--- config.mk ---
export PLATFORM = sky130hd
export DESIGN_NAME = usb_tx
export DESIGN_NICKNAME = d
export VERILOG_FILES = /design/src/rtl/usb_tx.sv
export SDC_FILE = /design/constraint.sdc
export NUM_CORES = 1
export LEC_CHECK = 0
export CAP_MARGIN = 20
export CORE_MARGIN = 5
export CORE_UTILIZATION = 50
export DETAILED_ROUTE_END_ITERATION = 8
export PLACE_DENSITY = 0.72
export SYNTH_ARGS = -nofsm -noshare
export SYNTH_HDL_FRONTEND = slang
export SYNTH_SLANG_ARGS = --single-unit
--- constraint.sdc ---
create_clock -name clk60 -period 5.2 [get_ports clk60]
set_input_delay 1.04 -clock clk60 [delete_from_list [all_inputs] [get_ports clk60]]
set_output_delay 1.04 -clock clk60 [all_outputs]
set_load 0.05 [all_outputs]
--- src/rtl/usb_tx.sv ---
// USB low/full-speed transmitter: SYNC, NRZI + bit-stuffed data LSB first, EOP.
// Define USB_TX_KEEPALIVE_EN to add the `keepalive` input for bare LS keep-alive EOPs.
module usb_tx #(
  parameter int unsigned FS_DIV = 5,
  parameter int unsigned LS_DIV = 40
) (
  input  logic       clk60,
  input  logic       rst_n,
  input  logic       fullspeed,
  input  logic [7:0] din,
  input  logic       wrin,
  output logic       wrack,
  output logic       transmitting,
  output logic       oe,
  output logic       dp,
  output logic       dm
`ifdef USB_TX_KEEPALIVE_EN
  ,
  input  logic       keepalive
`endif
);

  localparam logic [2:0] S_IDLE = 3'd0;
  localparam logic [2:0] S_SYNC = 3'd1;
  localparam logic [2:0] S_DATA = 3'd2;
  localparam logic [2:0] S_EOP0 = 3'd3;
  localparam logic [2:0] S_EOPJ = 3'd4;

  localparam logic [5:0] FS_LAST = 6'(FS_DIV - 1);
  localparam logic [5:0] LS_LAST = 6'(LS_DIV - 1);

  logic [2:0] state_q, state_d;
  logic [5:0] div_q, div_d;
  logic [2:0] bitcnt_q, bitcnt_d;
  logic [2:0] ones_q, ones_d;
  logic [7:0] data_q, data_d;
  logic       fs_q, fs_d;
  logic       wrack_q, wrack_d;
  logic       tx_q, tx_d;
  logic       oe_q, oe_d;
  logic       dp_q, dp_d;
  logic       dm_q, dm_d;
  logic       strobe;
  logic       pending;

  assign strobe  = (div_q == (fs_q ? FS_LAST : LS_LAST));
  assign pending = (wrin != wrack_q);

  always_comb begin
    state_d  = state_q;
    div_d    = '0;
    bitcnt_d = bitcnt_q;
    ones_d   = ones_q;
    data_d   = data_q;
    fs_d     = fs_q;
    wrack_d  = wrack_q;
    tx_d     = tx_q;
    oe_d     = oe_q;
    dp_d     = dp_q;
    dm_d     = dm_q;
    if (state_q == S_IDLE) begin
      if (pending) begin
        fs_d         = fullspeed;
        data_d       = din;
        wrack_d      = wrin;
        oe_d         = 1'b1;
        tx_d         = 1'b1;
        {dp_d, dm_d} = fullspeed ? 2'b10 : 2'b01;
        bitcnt_d     = '0;
        ones_d       = '0;
        state_d      = S_SYNC;
      end
`ifdef USB_TX_KEEPALIVE_EN
      // Keep-alive enters EOP0 already past its first strobe, so SE0 lasts two bits.
      else if (keepalive && !fullspeed) begin
        fs_d         = 1'b0;
        oe_d         = 1'b1;
        tx_d         = 1'b1;
        {dp_d, dm_d} = 2'b00;
        bitcnt_d     = 3'd1;
        ones_d       = '0;
        state_d      = S_EOP0;
      end
`endif
    end else begin
      div_d = strobe ? '0 : div_q + 6'd1;
      if (strobe) begin
        case (state_q)
          S_SYNC: begin
            if (bitcnt_q == 3'd7) begin
              ones_d   = 3'd1;
              bitcnt_d = '0;
              state_d  = S_DATA;
            end else begin
              {dp_d, dm_d} = {~dp_q, ~dm_q};
              ones_d       = '0;
              bitcnt_d     = bitcnt_q + 3'd1;
            end
          end
          S_DATA: begin
            // A stuffed toggle holds the bit counter so the same data bit goes out next.
            if (ones_q == 3'd6) begin
              {dp_d, dm_d} = {~dp_q, ~dm_q};
              ones_d       = '0;
            end else begin
              if (data_q[bitcnt_q]) begin
                ones_d = ones_q + 3'd1;
              end else begin
                {dp_d, dm_d} = {~dp_q, ~dm_q};
                ones_d       = '0;
              end
              if (bitcnt_q == 3'd7) begin
                bitcnt_d = '0;
                if (pending) begin
                  data_d  = din;
                  wrack_d = wrin;
                end else begin
                  state_d = S_EOP0;
                end
              end else begin
                bitcnt_d = bitcnt_q + 3'd1;
              end
            end
          end
          S_EOP0: begin
            if (bitcnt_q == 3'd0) begin
              if (ones_q == 3'd6) begin
                {dp_d, dm_d} = {~dp_q, ~dm_q};
                ones_d       = '0;
              end else begin
                {dp_d, dm_d} = 2'b00;
                ones_d       = '0;
                bitcnt_d     = 3'd1;
              end
            end else begin
              bitcnt_d = '0;
              state_d  = S_EOPJ;
            end
          end
          S_EOPJ: begin
            if (bitcnt_q == 3'd0) begin
              {dp_d, dm_d} = fs_q ? 2'b10 : 2'b01;
              bitcnt_d     = 3'd1;
            end else begin
              oe_d     = 1'b0;
              tx_d     = 1'b0;
              bitcnt_d = '0;
              state_d  = S_IDLE;
            end
          end
          default: state_d = S_IDLE;
        endcase
      end
    end
  end

  always_ff @(posedge clk60 or negedge rst_n) begin
    if (!rst_n) begin
      state_q  <= S_IDLE;
      div_q    <= '0;
      bitcnt_q <= '0;
      ones_q   <= '0;
      data_q   <= '0;
      fs_q     <= 1'b0;
      wrack_q  <= 1'b0;
      tx_q     <= 1'b0;
      oe_q     <= 1'b0;
      dp_q     <= 1'b0;
      dm_q     <= 1'b0;
    end else begin
      state_q  <= state_d;
      div_q    <= div_d;
      bitcnt_q <= bitcnt_d;
      ones_q   <= ones_d;
      data_q   <= data_d;
      fs_q     <= fs_d;
      wrack_q  <= wrack_d;
      tx_q     <= tx_d;
      oe_q     <= oe_d;
      dp_q     <= dp_d;
      dm_q     <= dm_d;
    end
  end

  assign wrack        = wrack_q;
  assign transmitting = tx_q;
  assign oe           = oe_q;
  assign dp           = dp_q;
  assign dm           = dm_q;

endmodule
==> implementation parameters <==
Parameter                              Value

Status
  Run status    finished, final reports clean

Synth
  Number of warning messages in the yosys log    0
  Gate count after technology mapping    156
  Number of library cell types mapped by synthesis    37
  Synthesized-area fraction occupied by adder cells    4.62%
  Post-synth EDFFs    0
  Synth Area in Compound Gates    16.8%
  Portion of netlist area occupied by mux cells    12.8%
  Combinational family with the most area after synthesis    compound AO/OA/AOI/OAI gates
  Post-Syn Nets    174
  Simple logic cell fraction of the synthesized area    15.4%
  Commonest register cell after synthesis    dfrtp_1
  Register bit total from synthesis    28
  Xor and xnor area share after synthesis    3.78%
  Proportion of register bits with asynchronous set or reset after synthesis    100%
  Sequential share of the synthesized area    43.1%
  Avg Cell Area, Syn    10.4 sq um
  Area of the mapped netlist    1620 sq um

Placement
  Routability-driven placement congestion ratio    0.881
  Detail Placement HPWL    2.40 mm
  Port Buf Inserts    16
  Placed cell area    1820 sq um
  Placed Cells incl. Taps    212

Clock network
  Clock buffer count from CTS    3
  Master cell of the clock root buffer    clkbuf_4
  H-tree lvl count    1
  Clock-pin transition on the worst setup and hold timing paths    0.15 ns
  Number of cells upsized or downsized after cts    0
  Deepest clock path buffer count    2
  TritonCTS Sinks    28
  Clock insertion delay at the later pin of the skew report    0.34 ns
  CTS tree    done
  Hold-fix buffer count after cts    0
  Total setup buffers inserted after CTS    0

Drt
  Vias per cell    5.75
  Routed wire length per instance    14.7 um
  Residual DRC count    0
  Pre-Repair DR Iteration Count    4
  Via count of the routed design    1242
  Detailed Route Iter0 Violations    57
  Number of nets with antenna violations after routing    0
  Final WL    3.18 mm

Worst setup path
  Worst R2R Setup Slack    2.59 ns
  Cell breakdown of the critical path    clkdlybuf4s50_1
  CP top delay family    buffers and inverters
  Slowest cell on the critical path    clkdlybuf4s50_1
  Worst Setup End Kind    output pin
  Peak fanout along the critical path    4
  Class of the most critical setup path    flip-flop to output pin
  Worst Path Arrival    1.60 ns
  Slowest cell delay on critical path    0.83 ns
  Startpoint type of the worst setup path    flip-flop
  Sum of buffers and inverters on the critical path    1
  Required time of the critical path    4.16 ns

STA
  Setup skew after layout    0.00736 ns
  Final Critical Period    2.64 ns
  Normalized max-slew margin    51.6%
  Final hold violations    0
  Total negative slack    0 ns
  Worst Tran Pin Value    0.720 ns
  RSZ-0062 raised after global routing    no
  Final number of setup-violating endpoints    0
  Max-slew violation total from the final report    0
  Fmax    379 MHz
  Share of the clock period used by the worst path after layout    50.8%

Min path
  Class of the most critical hold timing path    flip-flop to flip-flop

Die
  Area of the die    4490 sq um
  Initial core utilization    52.8%
  Row count    20
  Core area    3080 sq um
  Die Span X    67.0 um
  Height of the die    67.0 um
  Number of primary I/O pins    17

Power and ir drop
  Power Dens Cells    515 nW/um^2
  Maximum resistive drop on vdd    0.242 mV
  Leakage power    0.780 nW

Finish
  Layout net count    191
  Post-Layout Cell Count    216
  Non-Filler Cell Area, Final    1880 sq um
  Number of antenna cells inserted    0
  Fraction of layout cells with a size suffix above 1    13.4%
  Layout Area Growth over Synthesis    15.6%

Global route
  Vias in the first global route    1269
  Largest net degree at the start of global routing    29
  Wire length of the first global-routing pass    5.80 mm
  Overall overflow remaining after global route    0
  Total track usage    17.0%
  Number of antenna violations at the first check in global routing    0

Job
  Maximum Capacitance Violations    0
[layout by cell type (no fill, tap or decap), drive strengths merged, types with 2 or more instances in the layout]
master and n:
inv 9, o41ai 2, nor2b 4, o21ai 6, o21a 3, xnor2 3, o31ai 2, o2111ai 2
nand2 8, o22ai 3, and3 3, nand2b 4, clkdlybuf4s50 16, a221oi 3, nand3 4, clkbuf 3
nor3 4, xor2 4, dfrtp 28, mux2i 5, ha 6, a21oi 9, nor2 11, a2111oi 3
nand4b 2, mux2 14
[cells in the mapped netlist, drive strengths merged (2+ instances only)]
| cell | instances | share of area (%) |
|---|---|---|
| xnor2 | 3 | 1.6 |
| a21oi | 9 | 2.8 |
| mux2 | 14 | 9.7 |
| o2111ai | 2 | 1.1 |
| xor2 | 4 | 2.2 |
| o41ai | 2 | 1.1 |
| nor2 | 11 | 2.5 |
| ha | 6 | 4.6 |
| o21ai | 6 | 1.8 |
| nand3 | 4 | 1.2 |
| dfrtp | 28 | 43 |
| mux2i | 5 | 3.1 |
| nor3 | 4 | 1.9 |
| o21a | 3 | 1.4 |
| o22ai | 3 | 1.2 |
| nand2b | 4 | 1.5 |
| and3 | 3 | 1.2 |
| a221oi | 3 | 1.6 |
| a2111oi | 3 | 2.8 |
| nand2 | 8 | 1.8 |
| o31ai | 2 | 0.92 |
| inv | 9 | 2.1 |
| clkbuf | 4 | 0.92 |
| nand4b | 2 | 1.1 |
| nor2b | 4 | 1.5 |
[where the power goes]
part	internal, W	total (W)	leakage (nW)	switching (W)
Sequential	0.000290	0.000363	0.353	0.0000731
Combinational	0.000214	0.000461	0.399	0.000247
Clock	0.0000781	0.000142	0.0279	0.0000644
[worst register-to-register path: stages (launching register included)]
cell and delay, ns:
dfrtp_1 0.46, or4b_4 0.57, a2111oi_4 0.51, a21boi_0 0.26
nor3_1 0.35, mux2_2 0.37
[logic make-up after synthesis]
family	Yosys count
AND/OR/NAND/NOR	45
AO/OA/AOI/OAI	37
flip-flops	28
multiplexers	19
buffers and inverters	14
XOR/XNOR	7
adder cells (fa/ha/maj)	6
[stage by stage]
step	power (W)	util [%]	hold WS [ns]	setup slack, ns
after floorplan	0.000713	-	0.473	2.84
after global placement	0.000811	59.3	0.486	2.24
after detailed placement	0.000831	59.3	0.492	2.19
after CTS	0.000973	61.0	0.530	2.55
after global routing	0.00104	61.0	0.547	2.44
final	0.000967	61.0	0.524	2.56
[area by class of cell]
type / instances / area (sq um)
clock buffers: 3 / 22.5
clock inverters: 1 / 30.0
fillers: 270 / 1200
inverters: 9 / 33.8
multi-input cells: 114 / 867
flip-flops and latches: 28 / 701
well taps: 44 / 55.1
repair buffers: 17 / 168
[path summary, 6_finish.rpt]
path / from / endpoint / cells past startpoint
max: oe / oe / 1
min: data_q[7] / data_q[7] / 1
max reg2reg: div_q[0] / dm / 5
min reg2reg: data_q[7] / data_q[7] / 1
max in group asynchronous: rst_n / state_q[0] / 2
min in group asynchronous: rst_n / div_q[0] / 2
[flip-flops by register name, indices dropped and copies added, names as in the netlist]
signal and count:
fs_q 1, dp 1, state_q 3, div_q 6
data_q 8, oe 1, dm 1, bitcnt_q 3
wrack 1, ones_q 3
[metal layers]
metal / global-route usage [%] / routed length [um] / up-vias
met5: 0 / 0 / -
met4: 5.57 / 42 / 0
met3: 4.72 / 183 / 4
met2: 28.6 / 1640 / 39
met1: 20.7 / 1320 / 599
li1: - / - / 600
Note: power is estimated with default switching activity, not from simulation.
